## config.mk

```make
export PLATFORM = sky130hd
export DESIGN_NAME = uart_rx_byte
export DESIGN_NICKNAME = d
export VERILOG_FILES = /design/src/rtl/uart_rx_byte.sv
export SDC_FILE = /design/constraint.sdc
export NUM_CORES = 1
export LEC_CHECK = 0
export CAP_MARGIN = 20
export CORE_MARGIN = 1.5
export CORE_UTILIZATION = 29
export CTS_CLUSTER_DIAMETER = 150
export CTS_CLUSTER_SIZE = 12
export DETAILED_ROUTE_END_ITERATION = 6
export SLEW_MARGIN = 10
export SYNTH_ARGS = -nofsm -noshare
export SYNTH_HDL_FRONTEND = slang
export SYNTH_SLANG_ARGS = --single-unit
```

## constraint.sdc

```tcl
create_clock -name Clk -period 3.1 [get_ports Clk]
set_input_delay 0.465 -clock Clk [delete_from_list [all_inputs] [get_ports Clk]]
set_output_delay 0.465 -clock Clk [all_outputs]
set_load 0.005 [all_outputs]
```

## src/rtl/uart_rx_byte.sv

```systemverilog
// 8N1 serial receiver: synchronises Rx, deserialises LSB-first frames and
// presents each good byte on Data with a DoneSig pulse of DONE_CYCLES clocks.
module uart_rx_byte #(
    parameter int unsigned CLKS_PER_BIT = 434,
    parameter int unsigned DONE_CYCLES  = 1
) (
    input  logic       Clk,
    input  logic       Rst,
    input  logic       Rx,
    output logic [7:0] Data,
    output logic       DoneSig,
    output logic       RxBusy,
    output logic       FrameErr
);

    localparam int unsigned CW = $clog2(CLKS_PER_BIT);
    localparam int unsigned DW = (DONE_CYCLES > 1) ? $clog2(DONE_CYCLES) : 1;
    localparam logic [CW-1:0] HALF_LAST = CW'(CLKS_PER_BIT / 2 - 1);
    localparam logic [CW-1:0] BIT_LAST  = CW'(CLKS_PER_BIT - 1);
    localparam logic [DW-1:0] DONE_LAST = DW'(DONE_CYCLES - 1);

    typedef enum logic [2:0] {
        IDLE  = 3'd0,
        START = 3'd1,
        DATA  = 3'd2,
        STOP  = 3'd3,
        DONE  = 3'd4,
        BREAK = 3'd5
    } stateT;

    logic          rxMeta;
    logic          rxS;
    stateT         state;
    stateT         stateNext;
    logic [CW-1:0] bitCnt;
    logic [CW-1:0] bitCntNext;
    logic [2:0]    bitIdx;
    logic [2:0]    bitIdxNext;
    logic [7:0]    shiftReg;
    logic [7:0]    shiftNext;
    logic [DW-1:0] doneCnt;
    logic [DW-1:0] doneCntNext;
    logic [7:0]    dataNext;
    logic          doneNext;
    logic          busyNext;
    logic          ferrNext;

    // Two-flop synchroniser; idles high so reset never looks like a start bit.
    always_ff @(posedge Clk or posedge Rst) begin
        if (Rst) begin
            rxMeta <= 1'b1;
            rxS    <= 1'b1;
        end else begin
            rxMeta <= Rx;
            rxS    <= rxMeta;
        end
    end

    always_ff @(posedge Clk or posedge Rst) begin
        if (Rst) begin
            state    <= IDLE;
            bitCnt   <= '0;
            bitIdx   <= '0;
            shiftReg <= '0;
            doneCnt  <= '0;
            Data     <= 8'h00;
            DoneSig  <= 1'b0;
            RxBusy   <= 1'b0;
            FrameErr <= 1'b0;
        end else begin
            state    <= stateNext;
            bitCnt   <= bitCntNext;
            bitIdx   <= bitIdxNext;
            shiftReg <= shiftNext;
            doneCnt  <= doneCntNext;
            Data     <= dataNext;
            DoneSig  <= doneNext;
            RxBusy   <= busyNext;
            FrameErr <= ferrNext;
        end
    end

    always_comb begin
        stateNext   = state;
        bitCntNext  = bitCnt;
        bitIdxNext  = bitIdx;
        shiftNext   = shiftReg;
        doneCntNext = doneCnt;
        dataNext    = Data;
        doneNext    = 1'b0;
        busyNext    = RxBusy;
        ferrNext    = 1'b0;

        case (state)
            IDLE: begin
                busyNext = 1'b0;
                if (!rxS) begin
                    stateNext  = START;
                    bitCntNext = '0;
                    busyNext   = 1'b1;
                end
            end
            // Re-check the line at mid start bit to reject glitches.
            START: begin
                if (bitCnt == HALF_LAST) begin
                    if (!rxS) begin
                        stateNext  = DATA;
                        bitCntNext = '0;
                        bitIdxNext = '0;
                    end else begin
                        stateNext = IDLE;
                        busyNext  = 1'b0;
                    end
                end else begin
                    bitCntNext = bitCnt + CW'(1);
                end
            end
            DATA: begin
                if (bitCnt == BIT_LAST) begin
                    bitCntNext        = '0;
                    shiftNext[bitIdx] = rxS;
                    if (bitIdx == 3'd7) begin
                        stateNext = STOP;
                    end else begin
                        bitIdxNext = bitIdx + 3'd1;
                    end
                end else begin
                    bitCntNext = bitCnt + CW'(1);
                end
            end
            STOP: begin
                if (bitCnt == BIT_LAST) begin
                    bitCntNext = '0;
                    if (rxS) begin
                        dataNext    = shiftReg;
                        doneNext    = 1'b1;
                        doneCntNext = '0;
                        stateNext   = DONE;
                    end else begin
                        ferrNext  = 1'b1;
                        stateNext = BREAK;
                    end
                end else begin
                    bitCntNext = bitCnt + CW'(1);
                end
            end
            // The assertion cycle counts as the first DoneSig cycle.
            DONE: begin
                if (doneCnt == DONE_LAST) begin
                    stateNext = IDLE;
                    busyNext  = 1'b0;
                end else begin
                    doneNext    = 1'b1;
                    doneCntNext = doneCnt + DW'(1);
                end
            end
            BREAK: begin
                if (rxS) begin
                    stateNext = IDLE;
                    busyNext  = 1'b0;
                end
            end
            default: begin
                stateNext = IDLE;
                busyNext  = 1'b0;
            end
        endcase
    end

endmodule

```

==> results of run 1 <==
==> cells in the mapped netlist (all sizes together) (2+ instances only) <==
master | number | share of area, %
a21oi | 4 | 1.6
nand4 | 3 | 0.99
nand2 | 16 | 3.2
o211ai | 2 | 0.79
nor4 | 3 | 2.1
nand2b | 3 | 0.99
or3 | 3 | 0.99
mux2 | 16 | 9.5
nor2 | 10 | 2.0
and2 | 2 | 0.66
nor3 | 4 | 1.1
a2bb2oi | 2 | 0.92
nand3 | 6 | 1.6
dfrtp | 34 | 45
nor2b | 3 | 0.99
ha | 5 | 3.3
dfstp | 2 | 2.8
o21ai | 9 | 2.4
clkbuf | 3 | 0.59
a21o | 2 | 0.79
buf | 3 | 0.73
a21boi | 2 | 0.79
mux2i | 2 | 1.1
a22o | 2 | 0.92
inv | 10 | 2.0
o22ai | 2 | 0.66
o31ai | 2 | 1.1
==> worst max path at each step <==
stage | startpoint | endpoint | slack (ns) | cells after the start
after floorplan | bitCnt[1] | Data[0] | 1.31 | 7
after global placement | bitCnt[1] | Data[5] | 1.11 | 6
after detailed placement | bitCnt[1] | Data[4] | 1.07 | 6
after CTS | bitCnt[1] | Data[7] | 1.06 | 6
after global routing | bitCnt[1] | Data[1] | 0.91 | 6
final | bitCnt[1] | Data[4] | 1.08 | 6
==> registers in the layout, indices dropped and copies added (netlist names), 3 cells and up <==
register  count
shiftReg      8
Data          8
bitIdx        3
bitCnt        9
state         3
==> placed cells by master, fill, tap and decap left out, drive strengths merged, types with 2 or more instances in the layout <==
master,netlist,layout
a21boi,2,2
a21o,2,2
a21oi,4,4
a22o,2,2
a2bb2oi,2,2
and2,2,2
buf,3,2
clkbuf,3,5
clkdlybuf4s50,0,13
dfrtp,34,34
dfstp,2,2
ha,5,5
inv,10,10
mux2,16,16
mux2i,2,2
nand2,16,16
nand2b,3,3
nand3,6,6
nand4,3,3
nor2,10,10
nor2b,3,3
nor3,4,4
nor4,3,3
o211ai,2,2
o21ai,9,9
o22ai,2,2
o31ai,2,2
or3,3,3
==> cell type report <==
| cell class | instances | area (sq um) | share of cell area [%] |
|---|---|---|---|
| Multi-Input combinational cell | 122 | 931 | 41.8 |
| Sequential cell | 36 | 903 | 40.6 |
| Timing Repair Buffer | 15 | 145 | 6.52 |
| Tap cell | 77 | 96.3 | 4.33 |
| Clock buffer | 5 | 68.8 | 3.09 |
| Clock inverter | 3 | 42.5 | 1.91 |
| Inverter | 10 | 37.5 | 1.69 |
==> critical path: stages (launching register included) <==
cell       delay [ns]
dfrtp_1          0.43
inv_1            0.10
ha_1             0.19
nand4bb_4        0.18
nor2_1           0.17
and4_1           0.46
mux2_2           0.38
==> per-layer routing <==
layer / global-route usage [%] / share of wire, % / up-vias
met5: 0 / 0 / -
met1: 16.3 / 52 / 635
met2: 17.4 / 44 / 18
li1: - / - / 662
met3: 2.97 / 2.5 / 4
met4: 4.47 / 1.5 / 0
==> metrics by stage <==
step / total power [uW] / utilization, % / std cells
after floorplan: 493 / - / 174
after global placement: 502 / 33.3 / 260
after detailed placement: 503 / 33.3 / 260
after CTS: 923 / 35.0 / 268
after global routing: 943 / 35.0 / 268
final: 907 / 35.0 / 268
==> cell families after synthesis <==
group                      synth area share, %
and+or+nand+nor                           21.4
DFF                                       47.6
AOI/OAI and AO/OA                         13.3
muxes                                     10.6
buffers and inverters                     3.30
adders and majority gates                 3.30
xor gates and xnor gates                 0.462
==> power groups by stage <==
stage	clock network (uW)	logic (uW)	registers, uW
detailed placement	0	17.8	485
floorplan	0	12.3	481
CTS	430	17.9	476
global route	447	20.2	476
finish	415	16.9	476
global placement	0	17.7	485
==> metrics, run 1 <==
total negative slack=0 ns; worst hold start=rxMeta; Final setup viols=0; Site Rows=29; Worst Hold Class=flop to flop; die area=7040 sq um; outcome=complete, no violations; FILL cells=636; core area=6350 sq um; Initial DRC Count=59; Top Ports=14; Initial Utilization=29.9%; Avg Cell Area, Syn=10.9 sq um; WL/cell=13.9 microns; hold path depth=0; Final GP Congestion=0.784; Post-synth EDFFs=0; vias in the first global route=1321; Synth Cell Area=1900 sq um; CTS tree=done; Root Driver=clkbuf_8; Die Span X=83.9 microns; Tcrit/Tclk final=65.0%; Placed Area=2110 sq um; port buffer count=13; Net Sw Frac=21.3%; CTS max path bufs=2; GRT overflow=0; area delta synth->final=17.3%; post-route setup slack=1.08 ns; Crit Path Max Fanout=8; Cell Pwr Density=408 nW/um^2; # H-tree levels=2; Crit Reg-Reg Endpoint=Data[4]; Final Skew=0.00712 ns; final hold viol count=0; Seq/Total Area, Yosys=47.6%; sw power=193 uW; critical path arrival=2.20 ns; Synth Net Count=182; nets@finish=198; peak supply drop=141 uV; post-layout min period=2.02 ns; setup repair after global routing missed its margin=false; flop-to-flop setup slack=1.08 ns; largest net degree at the start of global routing=22; r2r startpoint=bitCnt[1]; Synthesis Warnings=0; Die Ht=83.9 microns; top achievable clock speed=496 MHz; Post-Syn Instances=174; register bit total from synthesis=36; crit start category=flop; Comb pwr share=1.9%; worst-margin pin slew=0.814 ns; Seq pwr share=52.4%; first-pass GRT wire length=6500 microns; headroom to the max-slew limit=45.7%; Crit. End Element=flop; post-route ant nets=0; dpl hpwl=2660 microns; GRT Total Usage=11.7%; CTS Sinks=36; clk slew on worst S/H paths=0.07 ns; Max Cap Viol=0; Inserted Clock Buffers=5; Pre-Repair DR Iteration Count=6; Async S/R FF share, synth=100%; layout cell share with drive strength beyond 1=19.4%; Post-Place Setup Slack=1.07 ns; Final Cell Area=2220 sq um; worst-case reg-to-reg path depth=6; Distinct cells, synth=52; clk_lat worst skew=0.29 ns; Synth Flop Type=dfrtp_1; cts-stage hold buffer count=0; final antenna diode count=0; Total Wirelength=3720 microns; # Post-CTS Setup Buffers=0; Resize count post-CTS=0; via count=1319; Via density=4.92; Clock power frac=45.7%; Hold EP=rxS; Lkg Pwr=0.000964 uW; post-detailed-route DRC marker count=0; Crit Path Category=flop to flop; Critical Path RT=3.28 ns; final slew viol count=0; final hold slack=0.358 ns; antenna violations before repair=0; Internal Pwr Total=715 uW
No activity file was read; power rests on OpenSTA's default activity.
==> run 2: changes to the inputs <==
==> constraint.sdc (replaced) <==
create_clock -name Clk -period 1.8 [get_ports Clk]
set_input_delay 0.27 -clock Clk [delete_from_list [all_inputs] [get_ports Clk]]
set_output_delay 0.27 -clock Clk [all_outputs]
set_load 0.005 [all_outputs]
==> run 2 against run 1 <==
Clock skew increased by 0.0078 ns. Clock power increased by 70%. Register-to-register slack got worse by 1.0 ns. Cell count increased by 6.3%. First-iteration DRC count increased by 12%. Sequential power increased by 72%. Via count increased by 7.5%. Routed wire length increased by 4.0%. Critical endpoint is now state[0]. Largest power group unchanged.
==> metrics, run 2 (synthesis results as in run 1) <==
peak supply drop=336 uV; Die Span X=83.9 microns; Crit Path Max Fanout=6; Final GP Congestion=0.798; critical path arrival=1.92 ns; top achievable clock speed=578 MHz; Critical Path RT=1.99 ns; Die Ht=83.9 microns; Root Driver=clkbuf_8; area delta synth->final=27.6%; r2r startpoint=bitCnt[1]; Final setup viols=0; CTS Sinks=36; worst-margin pin slew=0.281 ns; crit start category=flop; GRT Total Usage=12.1%; final slew viol count=0; vias in the first global route=1418; die area=7040 sq um; CTS max path bufs=2; GRT overflow=0; Tcrit/Tclk final=96.1%; clk_lat worst skew=0.29 ns; post-layout util=38.1%; total negative slack=0 ns; Top reg by flops=bitCnt; Worst Hold Class=input port to async pin; Inserted Clock Buffers=5; largest net degree at the start of global routing=37; WL/cell=13.6 microns; Lkg Pwr=0.00108 uW; Crit Path Category=flop to flop; worst-case reg-to-reg path depth=6; layout cell share with drive strength beyond 1=30.3%; headroom to the max-slew limit=81.2%; final antenna diode count=0; # H-tree levels=2; dpl hpwl=2770 microns; most frequent cells in the layout=dfrtp_1, nand2_1, buf_4; first-pass GRT wire length=6780 microns; flop-to-flop setup slack=0.07 ns; Initial DRC Count=66; total power draw=1560 uW; Initial Utilization=29.9%; commonest non-fill, non-tap cell in the layout=dfrtp_1; Cell Pwr Density=643 nW/um^2; Max Cap Viol=0; CTS tree=done; nets@finish=215; outcome=complete, no violations; cts-stage hold buffer count=0; core area=6350 sq um; Top Registers=bitCnt: 9 flops, Data: 8 flops, shiftReg: 8 flops; setup repair after global routing missed its margin=true; Pre-Repair DR Iteration Count=4; via count=1418; Top Ports=14; Crit. End Element=flop; Final Skew=0.0149 ns; antenna violations before repair=0; Crit Reg-Reg Endpoint=state[0]; post-route ant nets=0; post-layout min period=1.73 ns; Site Rows=29; Via density=4.98; post-detailed-route DRC marker count=0; Total Wirelength=3860 microns; max FFs per register=9; clk slew on worst S/H paths=0.08 ns; final hold viol count=0; port buffer count=13
## run 2: layout make-up
type / count / area [sq um]
inverters: 10 / 37.5
repair buffers: 32 / 293
fillers: 612 / 3930
clock buffers: 6 / 72.6
multi-input cells: 122 / 981
clock inverters: 2 / 35.0
flip-flops and latches: 36 / 905
well taps: 77 / 96.3
## run 2: worst max-delay path, cell delays in order (launching register included)
cell and delay (ns):
dfrtp_1 0.39, inv_2 0.08, ha_4 0.13, nand4bb_4 0.18
o21a_4 0.26, or4_1 0.49, o221ai_2 0.09
## run 2: worst max-delay path by stage
stage / startpoint / endpoint / slack, ns / depth (start not counted)
5_1_grt: bitIdx[0] / bitIdx[0] / -0.005 / 7
6_report: bitCnt[1] / state[0] / 0.07 / 6
2_1_floorplan: bitCnt[1] / Data[0] / 0.009 / 7
4_1_cts: bitCnt[1] / Data[2] / 0.008 / 7
3_3_place_gp: bitCnt[1] / shiftReg[6] / 0.06 / 7
3_5_place_dp: bitCnt[1] / Data[2] / 0.03 / 7
## run 2: stage by stage
step                hold WS, ns  cell area, sq um  worst slack, ns  cells
floorplan                 0.274              1900          0.00899    174
CTS                       0.339              2350          0.00827    284
global placement          0.348              2250           0.0585    276
finish                    0.325              2420           0.0700    285
detailed placement        0.354              2250           0.0344    276
global route              0.368              2420         -0.00534    285
## run 2: what timing repair did
action,4_1_cts,5_1_grt
setup buffers,0,1
gates resized for setup,0,17
setup endpoints to repair,0,26
## run 2: routing by layer
metal	GRT usage, %	share of wire [%]
met5	0	0
met4	5.96	1.9
met3	2.47	3.3
met2	17.3	45
met1	17.2	50
## run 2: report_power, final
group | internal [uW] | leakage (uW) | total [uW] | switching [uW]
logic | 11.6 | 0.000552 | 34.1 | 22.5
registers | 813 | 0.000474 | 818 | 5.23
clock network | 411 | 0.0000552 | 705 | 294
==> run 3: changes to the inputs <==
--- a/config.mk
+++ b/config.mk
@@ -7,10 +7,12 @@
 export LEC_CHECK = 0
 export CAP_MARGIN = 20
 export CORE_MARGIN = 1.5
-export CORE_UTILIZATION = 29
+export CORE_UTILIZATION = 54
+export CTS_BUF_LIST = sky130_fd_sc_hd__clkbuf_4 sky130_fd_sc_hd__clkbuf_8
 export CTS_CLUSTER_DIAMETER = 150
 export CTS_CLUSTER_SIZE = 12
 export DETAILED_ROUTE_END_ITERATION = 6
+export PLACE_DENSITY = 0.77
 export SLEW_MARGIN = 10
 export SYNTH_ARGS = -nofsm -noshare
 export SYNTH_HDL_FRONTEND = slang
==> run 3 against run 2 <==
The flow now finishes with violations (negative setup slack). Hold slack worse by 0.020 ns. Global-route usage is 9.8 points higher. Routed wire length increased by 2.1%. Cell area decreased by 4.2%. Critical path depth is 2 higher. Via count up 1.6%. Non-clock buffer count down 1. Core utilization grew 31 points. Register-to-register slack worse by 0.08 ns. Maximum frequency shrank 4.3%. Flip-flop and latch count is the same. Clock power down 19%. Critical path type unchanged.
==> metrics, run 3 (synthesis results as in run 1) <==
final hold viol count=0; Via density=5.67; post-route ant nets=0; top achievable clock speed=553 MHz; first-pass GRT wire length=6690 microns; CTS max path bufs=2; Site Rows=21; critical path arrival=2.04 ns; most frequent cells in the layout=dfrtp_1, nand2_1, buf_4; Worst Hold Class=input port to async pin; Crit Path Category=flop to flop; Die Span X=62.3 microns; CTS tree=done; final antenna diode count=0; r2r startpoint=bitCnt[1]; Tcrit/Tclk final=100%; Top reg by flops=bitCnt; Pre-Repair DR Iteration Count=4; Inserted Clock Buffers=5; GRT Total Usage=21.9%; GRT overflow=0; clk slew on worst S/H paths=0.11 ns; flop-to-flop setup slack=-0.008 ns; Top Registers=bitCnt: 9 flops, Data: 8 flops, shiftReg: 8 flops; Final setup viols=1; Crit Reg-Reg Endpoint=shiftReg[0]; headroom to the max-slew limit=70.4%; Total Wirelength=3940 microns; port buffer count=13; Critical Path RT=2.04 ns; placed cell count=243; Root Driver=clkbuf_4; sw power=291 uW; failing checks=negative setup slack; post-layout min period=1.81 ns; Die Ht=62.3 microns; nets@finish=215; CTS Sinks=36; layout cell share with drive strength beyond 1=29.8%; Max Cap Viol=0; Internal Pwr Total=1130 uW; Final GP Congestion=0.831; crit start category=flop; post-layout util=68.9%; Crit Path Max Fanout=4; Net Sw Frac=20.5%; Placed Area=2180 sq um; total power draw=1420 uW; Clock power frac=40.3%; setup repair after global routing missed its margin=true; dpl hpwl=2870 microns; outcome=finished, violations left; WL/cell=15.5 microns; commonest non-fill, non-tap cell in the layout=dfrtp_1; Cell Pwr Density=612 nW/um^2; Crit. End Element=flop; Top Ports=14; # H-tree levels=2; Seq pwr share=57.6%; Final Skew=0.0189 ns; Initial DRC Count=81; clk_lat worst skew=0.36 ns; post-route setup slack=-0.00834 ns; peak supply drop=696 uV; antenna violations before repair=0; Initial Utilization=56.4%; Lkg Pwr=0.00105 uW; largest net degree at the start of global routing=37; cts-stage hold buffer count=0; non-filler cells, final=254; Comb pwr share=2.2%; worst-case reg-to-reg path depth=8; Post-Place Setup Slack=0.0145 ns; area delta synth->final=22.2%; max FFs per register=9; die area=3880 sq um; post-detailed-route DRC marker count=0; worst-margin pin slew=0.444 ns; final slew viol count=0; Final Cell Area=2320 sq um; vias in the first global route=1550; via count=1441; core area=3360 sq um
run 3: worst max path at each step:
stage | start | endpoint | slack, ns | cells after the start
2_1_floorplan | bitCnt[1] | Data[0] | 0.009 | 7
3_3_place_gp | bitCnt[0] | bitCnt[3] | 0.08 | 6
3_5_place_dp | bitCnt[1] | Data[6] | 0.01 | 7
4_1_cts | bitCnt[1] | shiftReg[6] | -0.001 | 7
5_1_grt | bitCnt[1] | shiftReg[2] | -0.12 | 8
6_report | bitCnt[1] | shiftReg[0] | -0.008 | 8
run 3: cell type report:
cell class,instances,area (sq um)
inverter,10,37.5
clock buffer,6,45.0
clock inverter,2,35.0
fill,262,1050
tap,46,57.6
multi-input combinational,123,965
timing repair buffer,31,273
sequential,36,905
run 3: metrics by stage:
| step | TNS [ns] | hold slack [ns] |
|---|---|---|
| CTS | -0.00116 | 0.309 |
| global placement | 0 | 0.346 |
| floorplan | 0 | 0.274 |
| finish | -0.00834 | 0.305 |
| detailed placement | 0 | 0.351 |
| global route | -0.638 | 0.317 |
run 3: per-layer routing:
layer / track usage, % / up-vias / share of wire [%]
li1: - / 694 / -
met1: 26.9 / 713 / 44
met2: 37.4 / 23 / 50
met3: 4.35 / 11 / 3.4
met4: 10.0 / 0 / 2.2
met5: 0 / - / 0
run 3: critical path: stages, from the launching register on:
cell       delay, ns
dfrtp_1         0.41
inv_2           0.08
ha_4            0.13
nand4bb_4       0.15
buf_6           0.16
nor4_4          0.26
buf_4           0.16
nand2_1         0.06
mux2_2          0.27
run 3: power groups by stage:
stage / registers [uW] / clock network (uW) / logic [uW]
finish: 816 / 571 / 30.7
global route: 817 / 620 / 36.4
global placement: 832 / 0 / 31.2
CTS: 816 / 590 / 31.9
floorplan: 828 / 0 / 21.2
detailed placement: 832 / 0 / 31.8
run 3: timing repair:
| action | CTS | global route |
|---|---|---|
| gates resized for setup | 2 | 10 |
| cloned | 0 | 1 |
| setup buffers | 0 | 2 |
| pin swaps | 0 | 2 |
| setup endpoints to repair | 8 | 28 |
